==> config.mk <==
export PLATFORM = sky130hd
export DESIGN_NAME = global_st_arbiter
export DESIGN_NICKNAME = d
export VERILOG_FILES = /design/src/rtl/pe_pkg.sv /design/src/rtl/global_st_arbiter_rr_arbiter.sv /design/src/rtl/global_st_arbiter.sv
export SDC_FILE = /design/constraint.sdc
export NUM_CORES = 1
export LEC_CHECK = 0
export ABC_AREA = 0
export CAP_MARGIN = 20
export CORE_AREA = 2 2 181 183
export DETAILED_ROUTE_END_ITERATION = 16
export DIE_AREA = 0 0 183 185
export GPL_TIMING_DRIVEN = 1
export SLEW_MARGIN = 20
export SYNTH_ARGS = -nofsm -noshare
export SYNTH_HDL_FRONTEND = slang
export SYNTH_SLANG_ARGS = --single-unit
export TNS_END_PERCENT = 10
==> constraint.sdc <==
create_clock -name clk -period 6.1 [get_ports clk]
set_input_delay 1.22 -clock clk [delete_from_list [all_inputs] [get_ports clk]]
set_output_delay 1.22 -clock clk [all_outputs]
set_load 0.05 [all_outputs]
==> src/rtl/pe_pkg.sv <==
// -----------------------------------------------------------------------------
// pe_pkg
// Shared PE-array definitions used by the global store arbiter.
//   global_st_arb_state_t : flush FSM states (RUN, FLUSH, DONE)
//   N_PE_ST_ARB           : default number of store requesters
//   GLOBAL_MEM_ADDR_L     : default global memory address width
//   DATA_L                : default data word width
//   rr_first_set()        : round-robin search helper, returns winner + valid
// -----------------------------------------------------------------------------
package pe_pkg;

  localparam int N_PE_ST_ARB       = 8;
  localparam int GLOBAL_MEM_ADDR_L = 16;
  localparam int DATA_L            = 32;

  // The search helper works on a fixed maximum width so one function serves
  // every arbiter size up to RR_MAX_N requesters.
  localparam int RR_MAX_N = 32;
  localparam int RR_IDX_W = 5;

  typedef enum logic [1:0] {
    RUN   = 2'd0,
    FLUSH = 2'd1,
    DONE  = 2'd2
  } global_st_arb_state_t;

  typedef struct packed {
    logic                valid;
    logic [RR_IDX_W-1:0] idx;
  } rr_pick_t;

  // First set bit of req[n-1:0] at or after ptr, wrapping n-1 -> 0.
  // cand stays below 2*n, so one conditional subtract is the full modulo
  // and non-power-of-two n works.
  function automatic rr_pick_t rr_first_set(
    input logic [RR_MAX_N-1:0] req,
    input logic [RR_IDX_W-1:0] ptr,
    input logic [RR_IDX_W:0]   n
  );
    rr_pick_t            pick;
    logic [RR_IDX_W:0]   cand;
    pick.valid = 1'b0;
    pick.idx   = {RR_IDX_W{1'b0}};
    for (int k = 0; k < RR_MAX_N; k++) begin
      cand = {1'b0, ptr} + k[RR_IDX_W:0];
      if (cand >= n) begin
        cand = cand - n;
      end else begin
        cand = cand;
      end
      if ((k[RR_IDX_W:0] < n) && !pick.valid && req[cand[RR_IDX_W-1:0]]) begin
        pick.valid = 1'b1;
        pick.idx   = cand[RR_IDX_W-1:0];
      end else begin
        pick = pick;
      end
    end
    return pick;
  endfunction

endpackage

==> src/rtl/global_st_arbiter_rr_arbiter.sv <==
// -----------------------------------------------------------------------------
// rr_arbiter
// Parameterised round-robin core with its own pointer register.
//   i_clk, i_rst : clock, synchronous active-high reset (pointer -> 0)
//   i_req        : request vector
//   i_advance    : grant allowed this cycle; the pointer moves only on a grant
//   o_gnt        : one-hot grant (all zero when no grant)
//   o_winner     : index of the granted requester
//   o_valid      : a grant is issued this cycle
// -----------------------------------------------------------------------------
module rr_arbiter
  import pe_pkg::*;
#(
  parameter int N  = 8,
  parameter int PW = (N > 1) ? $clog2(N) : 1
) (
  input  logic          i_clk,
  input  logic          i_rst,
  input  logic [N-1:0]  i_req,
  input  logic          i_advance,
  output logic [N-1:0]  o_gnt,
  output logic [PW-1:0] o_winner,
  output logic          o_valid
);

  localparam logic [RR_IDX_W:0] N_W = (RR_IDX_W+1)'(N);
  localparam logic [PW-1:0]     LAST = PW'(N - 1);

  logic [PW-1:0]       r_ptr;
  logic [RR_MAX_N-1:0] w_req_ext;
  rr_pick_t            w_pick;
  logic [RR_IDX_W-1:0] w_unused_idx;

  assign w_req_ext    = RR_MAX_N'(i_req);
  assign w_pick       = rr_first_set(w_req_ext, RR_IDX_W'(r_ptr), N_W);
  assign w_unused_idx = w_pick.idx;
  assign o_winner     = w_pick.idx[PW-1:0];
  assign o_valid      = w_pick.valid & i_advance;

  // One-hot decode of the winner index.
  always_comb begin
    o_gnt = {N{1'b0}};
    if (o_valid) begin
      o_gnt[o_winner] = 1'b1;
    end else begin
      o_gnt = {N{1'b0}};
    end
  end

  // Pointer moves to the slot after the winner, with explicit wrap.
  always_ff @(posedge i_clk) begin
    if (i_rst) begin
      r_ptr <= {PW{1'b0}};
    end else if (o_valid) begin
      r_ptr <= (o_winner == LAST) ? {PW{1'b0}} : (o_winner + PW'(1));
    end else begin
      r_ptr <= r_ptr;
    end
  end

endmodule

==> src/rtl/global_st_arbiter.sv <==
// -----------------------------------------------------------------------------
// global_st_arbiter
// Shares the global memory write port between N_PE store FIFOs using
// round-robin arbitration into a one-entry output register, and runs the
// flush handshake that tells the controller when every store has landed.
//   clk, rst          : clock, synchronous active-high reset
//   pe_st_req/addr/data : per-PE store FIFO heads (PE i at [i*W +: W])
//   pe_st_gnt         : one-hot pop to the winning FIFO
//   pe_all_stored     : per-PE store-idle flags
//   mem_wr_en/addr/data, mem_wr_rdy : registered memory write port
//   flush_req/busy/done : flush handshake with the controller
//   all_stored        : system-wide store idle
// Optional build macro GLOBAL_ST_ARB_PERF_CNT_EN adds saturating
// perf_stall_cycles and perf_conflict_cycles counters.
// -----------------------------------------------------------------------------
module global_st_arbiter
  import pe_pkg::*;
#(
  parameter int N_PE   = N_PE_ST_ARB,
  parameter int ADDR_L = GLOBAL_MEM_ADDR_L,
  parameter int D_L    = DATA_L,
  parameter int PW     = (N_PE > 1) ? $clog2(N_PE) : 1
) (
  input  logic                 clk,
  input  logic                 rst,
  input  logic [N_PE-1:0]      pe_st_req,
  input  logic [N_PE*ADDR_L-1:0] pe_st_addr,
  input  logic [N_PE*D_L-1:0]  pe_st_data,
  output logic [N_PE-1:0]      pe_st_gnt,
  input  logic [N_PE-1:0]      pe_all_stored,
  output logic                 mem_wr_en,
  output logic [ADDR_L-1:0]    mem_wr_addr,
  output logic [D_L-1:0]       mem_wr_data,
  input  logic                 mem_wr_rdy,
  input  logic                 flush_req,
  output logic                 flush_busy,
  output logic                 flush_done,
  output logic                 all_stored
`ifdef GLOBAL_ST_ARB_PERF_CNT_EN
  ,
  output logic [31:0]          perf_stall_cycles,
  output logic [31:0]          perf_conflict_cycles
`endif
);

  logic                 r_mem_wr_en;
  logic [ADDR_L-1:0]    r_mem_wr_addr;
  logic [D_L-1:0]       r_mem_wr_data;
  global_st_arb_state_t r_state;
  global_st_arb_state_t w_state_next;

  logic                 w_load_ok;
  logic                 w_advance;
  logic                 w_gnt_valid;
  logic [PW-1:0]        w_winner;

  // The output register may take a new write when it is empty or draining.
  // Grants are held off during reset so no FIFO is popped into a discarded slot.
  assign w_load_ok = ~r_mem_wr_en | mem_wr_rdy;
  assign w_advance = w_load_ok & ~rst;

  rr_arbiter #(
    .N  (N_PE),
    .PW (PW)
  ) u_rr (
    .i_clk     (clk),
    .i_rst     (rst),
    .i_req     (pe_st_req),
    .i_advance (w_advance),
    .o_gnt     (pe_st_gnt),
    .o_winner  (w_winner),
    .o_valid   (w_gnt_valid)
  );

  // Output register: load the winner, drain when accepted, hold on stall.
  always_ff @(posedge clk) begin
    if (rst) begin
      r_mem_wr_en   <= 1'b0;
      r_mem_wr_addr <= {ADDR_L{1'b0}};
      r_mem_wr_data <= {D_L{1'b0}};
    end else if (w_gnt_valid) begin
      r_mem_wr_en   <= 1'b1;
      r_mem_wr_addr <= pe_st_addr[int'(w_winner)*ADDR_L +: ADDR_L];
      r_mem_wr_data <= pe_st_data[int'(w_winner)*D_L +: D_L];
    end else if (w_load_ok) begin
      r_mem_wr_en   <= 1'b0;
      r_mem_wr_addr <= r_mem_wr_addr;
      r_mem_wr_data <= r_mem_wr_data;
    end else begin
      r_mem_wr_en   <= r_mem_wr_en;
      r_mem_wr_addr <= r_mem_wr_addr;
      r_mem_wr_data <= r_mem_wr_data;
    end
  end

  assign mem_wr_en   = r_mem_wr_en;
  assign mem_wr_addr = r_mem_wr_addr;
  assign mem_wr_data = r_mem_wr_data;

  assign all_stored = (&pe_all_stored) & ~r_mem_wr_en & ~(|pe_st_req);

  // Flush FSM state register.
  always_ff @(posedge clk) begin
    if (rst) begin
      r_state <= RUN;
    end else begin
      r_state <= w_state_next;
    end
  end

  // Flush FSM next state; requests outside RUN are ignored.
  always_comb begin
    w_state_next = r_state;
    case (r_state)
      RUN: begin
        if (flush_req) begin
          w_state_next = FLUSH;
        end else begin
          w_state_next = RUN;
        end
      end
      FLUSH: begin
        if (all_stored) begin
          w_state_next = DONE;
        end else begin
          w_state_next = FLUSH;
        end
      end
      DONE:    w_state_next = RUN;
      default: w_state_next = RUN;
    endcase
  end

  // Decoded straight from the state register, so both are glitch-free.
  assign flush_busy = (r_state == FLUSH);
  assign flush_done = (r_state == DONE);

`ifdef GLOBAL_ST_ARB_PERF_CNT_EN
  logic        w_cnt_clr;
  logic        w_conflict;
  logic [31:0] r_stall_cnt;
  logic [31:0] r_conflict_cnt;

  assign w_cnt_clr  = (r_state == RUN) & flush_req;
  // Two or more bits set: clearing the lowest set bit leaves something.
  assign w_conflict = |(pe_st_req & (pe_st_req - N_PE'(1)));

  // Saturating stall and conflict counters.
  always_ff @(posedge clk) begin
    if (rst || w_cnt_clr) begin
      r_stall_cnt    <= 32'd0;
      r_conflict_cnt <= 32'd0;
    end else begin
      if (r_mem_wr_en && !mem_wr_rdy && (r_stall_cnt != 32'hFFFF_FFFF)) begin
        r_stall_cnt <= r_stall_cnt + 32'd1;
      end else begin
        r_stall_cnt <= r_stall_cnt;
      end
      if (w_conflict && (r_conflict_cnt != 32'hFFFF_FFFF)) begin
        r_conflict_cnt <= r_conflict_cnt + 32'd1;
      end else begin
        r_conflict_cnt <= r_conflict_cnt;
      end
    end
  end

  assign perf_stall_cycles    = r_stall_cnt;
  assign perf_conflict_cycles = r_conflict_cnt;
`endif

endmodule

Word level (Yosys, flattened, before mapping):

Index checks and enable logic that the tools add are counted.

* bits in registers: 54
* bits in latches: 0
* RAM bits: 0
* memory bits (read-only): 0
* logic and storage cells: 112
* memories: 0

* $add $sub $neg: 16
* multiply operators: 0
* divide/modulo/power cells: 0
* magnitude comparators: 18
* eq/ne operators: 3
* shift operators: 2
* mux-type cells: 41
* bitwise operators: 8
* reductions and logical operators: 19

Operators by type and width (count)
* 256-bit by 9-bit variable part select with 32-bit output: 1
* 128-bit by 8-bit variable part select with 16-bit output: 1
* 5-bit by 6-bit less-than comparator with 1-bit output (second input constant): 8
* 6-bit two-way mux: 8
* 6-bit by 4-bit >= comparator with 1-bit output (second input constant): 7
* 1-bit binary-select mux with 5-bit select: 8
* 5-bit two-way mux: 8
* 5-bit by 4-bit subtractor with 5-bit output (second input constant): 7
* 3-bit by 3-bit adder with 4-bit output (second input constant): 4
* 1-bit two-way mux: 12
* 3-bit by 2-bit adder with 4-bit output (second input constant): 2
* 1-bit logical AND: 8
* 8-bit two-way mux: 1
* 8-bit AND reduction: 1
* 8-bit OR reduction: 1
* 1-bit zero test: 7
* 3-bit by 4-bit subtractor with 5-bit output (second input constant): 1
* 3-bit by 1-bit adder with 4-bit output (second input constant): 1
* 1-bit bitwise AND: 4
* 3-bit by 4-bit >= comparator with 1-bit output (second input constant): 1
* 3-bit by 4-bit less-than comparator with 1-bit output (second input constant): 1
* 2-bit case mux with 2 select lines: 1
* 3-bit by 1-bit adder with 3-bit output (second input constant): 1
* 1-bit demux with 3-bit select: 1
* 10 further kinds: 12

Logic depth before layout (Yosys ltp):

* depth after elaboration: 31
* depth in mapped cells: 17
* depth with buffers taken out: 13

Cells and area by module:

Synthesis repeated with hierarchy kept, for this count alone.

* cells, all modules: 647
* area total of the unflattened synthesis: 6243.5 sq um

By module, submodules not included
* global_st_arbiter: instances 1, cells each 514, area each 4983.5 sq um
* rr_arbiter: instances 1, cells each 133, area each 1260.0 sq um

Least setup slack after synthesis:

Ideal clock, no wire load.

* kind: input to output
* start point: in pe_st_req[4]
* end point: out pe_st_gnt[2]
* arrival time: 3.887 ns
* required time: 4.880 ns
* path slack: 0.993 ns
* cell stages on the path: 10
* buffers on the path: 2
* cells stage by stage: mux4_2 -> mux2_2 -> o211ai_2 -> nand2_1 -> a211o_1 -> nand2_1 -> clkbuf_1 -> buf_2 -> nand2_1 -> nor2_1

* cells in the longest elaborated chain, start to end: 29
* elaborated cells between the ends (all ways): 45

Ends and longest elaborated chain
* from (decl): RTL line global_st_arbiter.sv:26 `input logic [N_PE-1:0] pe_st_req,`
* 1-bit binary-select mux with 5-bit select: RTL line pe_pkg.sv:51 `if ((k[RR_IDX_W:0] < n) && !pick.valid && req[cand[RR_IDX_W-1:0]]) begin`
* 1-bit two-way mux (not written as such): RTL line pe_pkg.sv:51
* 6-bit two-way mux: RTL line pe_pkg.sv:51
* 1-bit zero test: RTL line pe_pkg.sv:51
* 1-bit logical AND: RTL line pe_pkg.sv:51
* 6-bit two-way mux: RTL line pe_pkg.sv:51
* 1-bit zero test: RTL line pe_pkg.sv:51
* 1-bit logical AND: RTL line pe_pkg.sv:51
* [13 not listed]
* 1-bit zero test: RTL line pe_pkg.sv:51
* 1-bit logical AND: RTL line pe_pkg.sv:51
* 6-bit two-way mux *: RTL line pe_pkg.sv:51
* 3-bit by 4-bit less-than comparator with 1-bit output (not written as such) / 3-bit by 1-bit >= comparator with 1-bit output (equally long branches): RTL line global_st_arbiter_rr_arbiter.sv:44 `o_gnt[o_winner] = 1'b1;`
* 1-bit logical AND (not written as such): RTL line global_st_arbiter_rr_arbiter.sv:44
* 1-bit two-way mux (not written as such): RTL line global_st_arbiter_rr_arbiter.sv:44
* 1-bit demux with 3-bit select
* 8-bit two-way mux *: RTL line global_st_arbiter_rr_arbiter.sv:43 `if (o_valid) begin`
* to (decl): RTL line global_st_arbiter.sv:29 `output logic [N_PE-1:0] pe_st_gnt,`

Every way passes the cells marked *; elsewhere a longest branch is shown, timed or not. The select of a mux whose other input is x is not followed.

Final worst setup path:

* start point: reg u_rr.r_ptr[1]
* end point: out pe_st_gnt[3]

* cells in the longest elaborated chain, start to end: 31
* elaborated cells between the ends (all ways): 76

Ends and longest elaborated chain
* from (decl): RTL line global_st_arbiter_rr_arbiter.sv:29 `logic [PW-1:0] r_ptr;`
* from (signal assigned): RTL line global_st_arbiter_rr_arbiter.sv:53 `r_ptr <= {PW{1'b0}};`
* from (signal assigned): RTL line global_st_arbiter_rr_arbiter.sv:55 `r_ptr <= (o_winner == LAST) ? {PW{1'b0}} : (o_winner + PW'(1));`
* from (signal assigned): RTL line global_st_arbiter_rr_arbiter.sv:57 `r_ptr <= r_ptr;`
* branches (longest 25 deep; another with 5-bit by 4-bit subtractor with 5-bit output)
* 6-bit two-way mux *: RTL line pe_pkg.sv:51
* 3-bit by 4-bit less-than comparator with 1-bit output (not written as such) / 3-bit by 1-bit >= comparator with 1-bit output (equally long branches): RTL line global_st_arbiter_rr_arbiter.sv:44
* 1-bit logical AND (not written as such): RTL line global_st_arbiter_rr_arbiter.sv:44
* 1-bit two-way mux (not written as such): RTL line global_st_arbiter_rr_arbiter.sv:44
* 1-bit demux with 3-bit select
* 8-bit two-way mux *: RTL line global_st_arbiter_rr_arbiter.sv:43

Every way passes the cells marked *. The select of a mux whose other input is x is not followed.

==> results by group <==
Place
  – Number of placed instances, taps included: 1499
  – Quantity of I/O buffers inserted on ports: 463
  – Placer's final routability congestion estimate: 0.813
  – Placed wire-length estimate: 23800 um
  – Setup Slack @ Placement: 0.587 ns

GRT
  – Pin count of the biggest net entering global routing: 79
  – Total global-route track usage: 0.166
  – GRT overflow: 0
  – Via count of the first global-routing pass: 7026
  – Initial antenna violation count: 4
  – Wire length of the first global-routing pass: 42800 um

Clock network
  – Num Clock Sinks: 54
  – Worst-skew pair later-pin latency: 0.31 ns
  – Buffer type at the clock tree root: clkbuf_16
  – Clock Pin Slew Worst Setup and Hold Paths: 0.08 ns
  – Number of buffers added for setup after CTS: 0
  – Post-cts repair resize count: 0
  – H-tree levels: 2
  – Number of buffers created by CTS: 5
  – # hold bufs at CTS: 0
  – CTS tree: done
  – Max Buffers Root-to-Sink: 2

Synth
  – Fraction of synthesis flops using an asynchronous set or reset pin: 0
  – Netlist Area Pre-Place: 0.00589 mm2
  – Most frequent cell after synthesis: mux2i_1
  – Leading area contributor after synthesis: mux2i_1
  – Total of flip-flops plus latches after synthesis: 54
  – Net count of the mapped netlist: 1082
  – Top FF cell, synth: dfxtp_1
  – Count of different cell masters after synthesis: 58
  – Proportion of netlist area held by the largest area contributor: 0.338
  – Instance count of the mapped netlist: 670
  – Area contributors post-synth: mux2i_1 34%, dfxtp_1 18%, nand2_1 5.1%
  – Register area share after synthesis: 0.184
  – Avg Synthesized Cell Area: 8.79 um2
  – Synthesis warning total: 0
  – EDFF count, synth: 0
  – Leading post-synthesis cells by instance count: 199 x mux2i_1, 80 x nand2_1, 54 x dfxtp_1

STA
  – Final count of pins violating max slew: 0
  – Fin. Hold Viols: 0
  – Final clock skew: 0.00893 ns
  – Post-route setup slack: 0.530 ns
  – Total negative slack for setup checks: 0 ns
  – Clock period minus worst slack: 5.57 ns
  – RSZ-0062 raised after global routing: false
  – Final setup fails: 0
  – Worst slew pin tran: 0.990 ns
  – Timing-limited maximum frequency: 0.180 GHz
  – Post-route fraction of the period consumed by the critical path: 0.913
  – Max_slew headroom: 0.340

Worst hold path
  – Worst hold path startpoint: mem_wr_addr[11]
  – Count of cells along the worst hold path: 1
  – Classification of the worst-slack hold path: reg -> reg
  – Min-Delay Endpoint: mem_wr_addr[11]

Floorplanning
  – Top-level port count: 464
  – Die height: 185 um
  – Total number of placement rows: 66
  – Effective utilization at floorplan: 0.184
  – DIE AREA: 0.0339 mm2
  – Area inside the core boundary: 0.0320 mm2
  – Die W: 183 um

Final layout
  – End-of-flow core utilization: 0.343
  – Layout Cells excl Fill: 1512
  – Area Growth Syn to Fin: 86.7%
  – Total number of nets in the final design: 1510
  – Share of final-layout standard cells stronger than drive strength 1: 0.0573
  – Fill cell instance count of the final layout: 3322

Worst setup path
  – R2R setup slack: 1.20 ns
  – Crit Reg-Reg Endpoint: mem_wr_addr[3]
  – Length in cells of the worst reg-to-reg path: 13
  – Worst Path Required: 4.88 ns
  – CP max FO: 18
  – Category of the worst setup path launch point: flop
  – Reg-to-reg critical path startpoint: u_rr.r_ptr[1]
  – Critical path data arrival time: 4.35 ns
  – Capturing element type of the critical path: output pin
  – Startpoint-to-endpoint class of the critical path: reg -> out

Power
  – Power density normalized to cell area: 537 mW/mm2
  – Worst supply voltage drop on vdd: 0.331 mV
  – Leakage power summed over all cells: 4.58 nW

Route
  – DR vias: 7144
  – DRC violation total after the first TritonRoute iteration: 249
  – Wirelength per Cell: 19.7 um
  – First-pass detailed-route iteration total: 4
  – Post-DRT Antenna Nets: 0
  – Via/cell ratio: 4.72
  – Final wirelength: 29900 um
  – Residual DRC count: 0

Flow run
  – MaxCap Viol Count: 0

Run status
  – Result of the run: complete, no violations
metrics by stage:
step,power [mW],instance area [um2],hold WS (ns)
final,5.91,11000,0.470
after global routing,6.34,11000,0.489
after CTS,5.98,11000,0.475
after detailed placement,5.63,10800,0.454
after global placement,5.60,10800,0.443
after floorplan,4.30,5890,0.439
cells by family (layout without fill, tap and decap cells):
logic type      count (synthesis)  count (layout)  synth area share
mux                           214             214             0.381
compound gates                187             187             0.240
simple gates                  140             140             0.112
buf+inv                        63             492            0.0601
flops                          54              54             0.184
fa+ha+maj                       8               8            0.0170
xor+xnor                        4               4           0.00595
other cells                     0               5                 0
power breakdown:
group / leakage [nW] / internal (mW) / switching (mW) / total, mW
sequential: 0.450 / 0.515 / 0.0948 / 0.609
clock: 0.0709 / 0.154 / 0.166 / 0.320
combinational: 4.06 / 2.11 / 2.87 / 4.98
total: 4.58 / 2.77 / 3.13 / 5.91
flip-flops by register name, indices dropped and copies added, names as in the netlist:
register     flops
mem_wr_addr     16
r_state          2
mem_wr_data     32
u_rr.r_ptr       3
mem_wr_en        1
routing by layer:
layer / up-vias / track usage / wire length, um
li1: 3443 / - / -
met1: 3372 / 0.200 / 12300
met2: 303 / 0.297 / 14900
met3: 26 / 0.0374 / 2160
met4: 0 / 0.0426 / 485
met5: - / 0 / 0
cell usage in the layout (no fill, tap or decap), types with 3 or more instances in the layout:
cell	synthesis	routed
clkbuf_16	0	5
nand2b_1	4	4
o221ai_1	32	32
nor3_2	4	3
nor2_1	19	18
a21oi_1	35	35
nand2_1	80	79
a221oi_1	17	17
o32a_1	3	3
ha_1	8	8
a211oi_1	3	3
mux2i_1	199	199
a211o_1	17	17
or3_1	3	3
xnor2_1	3	3
nor3_1	4	4
nor2b_1	4	4
clkdlybuf4s50_1	0	455
buf_4	10	19
nand4_1	3	3
diode_2	0	5
a21o_1	34	34
dfxtp_1	54	54
inv_1	7	7
o22ai_1	16	16
mux2_2	6	6
nand3_1	7	7
mux4_2	7	7
o21ai_0	8	8
final cells by class:
cell class,instances,area (um2),share of cell area
multi-input combinational,553,4480,0.407
inverter,8,31.3,0.00285
antenna,5,12.5,0.00114
clock inverter,2,13.8,0.00125
clock buffer,6,129,0.0117
tap,408,510,0.0464
timing repair buffer,476,4740,0.431
sequential,54,1080,0.0983
critical path: stages, from the launching register on:
cell and delay [ns]:
dfxtp_1 0.75, inv_1 0.31, ha_1 0.55, mux4_2 0.42
mux2_2 0.33, nor3_1 0.25, a2bb2oi_1 0.35, o21a_1 0.26
nor2_4 0.07, clkinv_2 0.25, nand2_1 0.13, nor2_1 0.14
buf_4 0.20
how the worst max path moves through the flow:
stage / startpoint / cells after the start / to
after global routing: u_rr.r_ptr[1] / 12 / pe_st_gnt[6]
after global placement: pe_st_req[7] / 11 / pe_st_gnt[7]
after CTS: u_rr.r_ptr[1] / 12 / pe_st_gnt[3]
after detailed placement: pe_st_req[7] / 11 / pe_st_gnt[3]
after floorplan: pe_st_req[4] / 10 / pe_st_gnt[2]
final: u_rr.r_ptr[1] / 12 / pe_st_gnt[3]
(Power assumes the default switching activity.)
==> RTL edit: new RTL, same flow settings <==
Put a register stage on the output `all_stored`, cleared by the reset. The value now appears one clock later. The other outputs are not delayed to match.
--- a/src/rtl/global_st_arbiter.sv
+++ b/src/rtl/global_st_arbiter.sv
@@ -43,4 +43,6 @@
 `endif
 );
+
+  logic all_stored_d;
 
   logic                 r_mem_wr_en;
@@ -98,5 +100,5 @@
   assign mem_wr_data = r_mem_wr_data;
 
-  assign all_stored = (&pe_all_stored) & ~r_mem_wr_en & ~(|pe_st_req);
+  assign all_stored_d = (&pe_all_stored) & ~r_mem_wr_en & ~(|pe_st_req);
 
   // Flush FSM state register.
@@ -121,5 +123,5 @@
       end
       FLUSH: begin
-        if (all_stored) begin
+        if (all_stored_d) begin
           w_state_next = DONE;
         end else begin
@@ -169,4 +171,12 @@
 `endif
 
+  always_ff @(posedge clk) begin
+    if (rst) begin
+      all_stored <= '0;
+    end else begin
+      all_stored <= all_stored_d;
+    end
+  end
+
 endmodule
 
Function: changed (a bounded check fails within 4 cycles, from zero or initial values and one cycle with rst high).
==> RTL edit against the original RTL <==
  * Routed wire length shrank 1.5%
  * Sequential cell count grew 1
  * Clock power grew 2%
  * Worst setup slack lost 0.22 ns
  * Sequential power shrank 3%
  * Combinational power shrank 4.6%
  * Cell area grew 0.52%
  * Power shrank 4.2%
  * Sequential share of layout area grew 0.13 points
  * Synthesized area shrank 0.85%
  * Critical path depth shrank 2
  * Critical endpoint unchanged
  * Via count shrank 1.8%
  * Highest routed layer unchanged
  * Maximum frequency shrank 3.8%
==> RTL edit: results <==
group,metric,value,unit
finish,fillers,3325,
detailed_routing,dr.pass1.iters,5,
global_routing,grt_pass1_wl,41.4,mm
clock_network,worst_setup_hold_path_clk_slew,0.08,ns
yosys,synth_top_area_frac,0.189,
global_routing,grt_use_total,0.161,
finish,nets,1478,
power_and_ir_drop,power_leakage,4.51,nW
yosys,ys_top_cells_by_area,"dfxtp_1 (19%), mux2i_1 (17%), mux4_2 (15%), nand2_1 (6.8%), mux2_2 (4.6%)",
clock_network,tritoncts,"done",
global_routing,grt_max_degree,51,
yosys,ys_seq_area_frac,0.189,
clock_network,clk_latency,0.31,ns
yosys,post_synth_num_cell_types,61,
placed_design,place_hpwl,23.3,mm
timing,max_slew.worst_pin.slew,0.813,ns
power_and_ir_drop,vdd_drop_max,0.000246,V
yosys,synth_commonest_cells,"nand2_1 (106), mux2i_1 (99), dfxtp_1 (55), mux4_2 (38), a21o_1 (28)",
critical_path,worstPathArrival,4.57,ns
power_and_ir_drop,power.switching,2.91,mW
placed_design,placed_area,10900,um2
outcome,status,"complete, no violations",
clock_network,htree_levels,2,
placed_design,io_buffers,463,
critical_path,max_stage_delay,0.59,ns
clock_network,cts_buffer_depth,2,
detailed_routing,drtIter0Drc,324,
yosys,ys_warn_count,0,
critical_path,cp_top_family,"multiplexers",
critical_path,crit_slowest_cell,"mux4_2",
finish,largest_reg_flops,32,
placed_design,gp_congestion,0.816,
global_routing,grt_pass1_vias,6923,
yosys,ys_async_sr_fraction,0,
detailed_routing,vias,7017,
clock_network,cts_buffers,5,
clock_network,cts_root_buf,"clkbuf_16",
finish,drive_gt1_frac,0.107,
finish,antennaDiodeCount,0,
timing,clock-skew-final,0.0109,ns
detailed_routing,wl,29.4,mm
min_path,hp-class,"register to register",
global_routing,antenna_found_initial,1,
critical_path,crit_path_max_fanout,37,
critical_path,regToRegSetupSlack,1.14,ns
yosys,syn-num-nets,1050,
-- RTL edit: changes by cell type after synthesis, sizes merged, moves of 7 or more --
cell / before / now
a211o: 17 / 9
a21oi: 36 / 20
a221oi: 17 / 1
mux2: 6 / 26
mux2i: 201 / 103
mux4: 7 / 38
nand2: 80 / 106
nand3: 9 / 26
nand4: 3 / 10
nand4b: 1 / 13
o22a: 1 / 8
o22ai: 16 / 2
o32a: 3 / 13
-- RTL edit: final timing paths --
kind | start | endpoint | depth (start not counted)
worst max-delay path | pe_st_req[6] | pe_st_gnt[3] | 10
worst min-delay path | mem_wr_data[24] | mem_wr_data[24] | 2
worst max register to register | u_rr.r_ptr[1] | mem_wr_data[30] | 13
worst min register to register | mem_wr_data[24] | mem_wr_data[24] | 2
-- RTL edit: power groups by stage --
stage	registers [mW]	clock network (mW)	logic, mW
3_3_place_gp	0.592	0	4.76
3_5_place_dp	0.596	0	4.78
2_1_floorplan	1.01	0	3.07
4_1_cts	0.590	0.347	4.79
6_report	0.589	0.328	4.75
5_1_grt	0.605	0.363	5.09
-- RTL edit: worst reg2reg max path, delay by kind of cell (launching register included) --
kind	cells	cell delay, ns
muxes	3	1.64
buffers and inverters	4	1.12
and+or+nand+nor	2	0.78
AOI/OAI and AO/OA	3	0.52
adders and majority gates	1	0.49
DFF	1	0.32
-- RTL edit: cells by family after synthesis --
| group | synth area share |
|---|---|
| AOI/OAI and AO/OA | 0.185 |
| xor gates and xnor gates | 0.00579 |
| adders and majority gates | 0.0171 |
| buffers and inverters | 0.0594 |
| DFF | 0.189 |
| muxes | 0.379 |
| and+or+nand+nor | 0.165 |
-- RTL edit: layout make-up --
class,count,area [um2],share of cell area
Clock buffer,7,153,0.0138
Clock inverter,1,7.51,0.000679
Inverter,7,28.8,0.00260
Multi-Input combinational cell,516,4430,0.400
Sequential cell,55,1100,0.0996
Tap cell,408,510,0.0462
Timing Repair Buffer,481,4820,0.437
-- RTL edit: metal layers --
metal / global-route usage / share of wire / vias to the layer above
li1: - / - / 3322
met1: 0.195 / 0.40 / 3316
met2: 0.288 / 0.50 / 360
met3: 0.0423 / 0.087 / 19
met4: 0.0339 / 0.012 / 0
met5: 0 / 0 / -
-- RTL edit: through the flow --
step	instances	hold WS (ns)	worst slack [ns]	power [mW]
2_1_floorplan	638	0.439	0.232	4.08
3_3_place_gp	1467	0.451	0.174	5.35
3_5_place_dp	1467	0.457	0.203	5.37
4_1_cts	1475	0.477	0.192	5.73
5_1_grt	1475	0.501	0.0419	6.06
6_report	1475	0.477	0.313	5.66
-- RTL edit: what timing repair did --
| action | in CTS | in global routing |
|---|---|---|
| gates resized for setup | 0 | 1 |
| setup buffers | 0 | 0 |
| setup endpoints to repair | 0 | 2 |
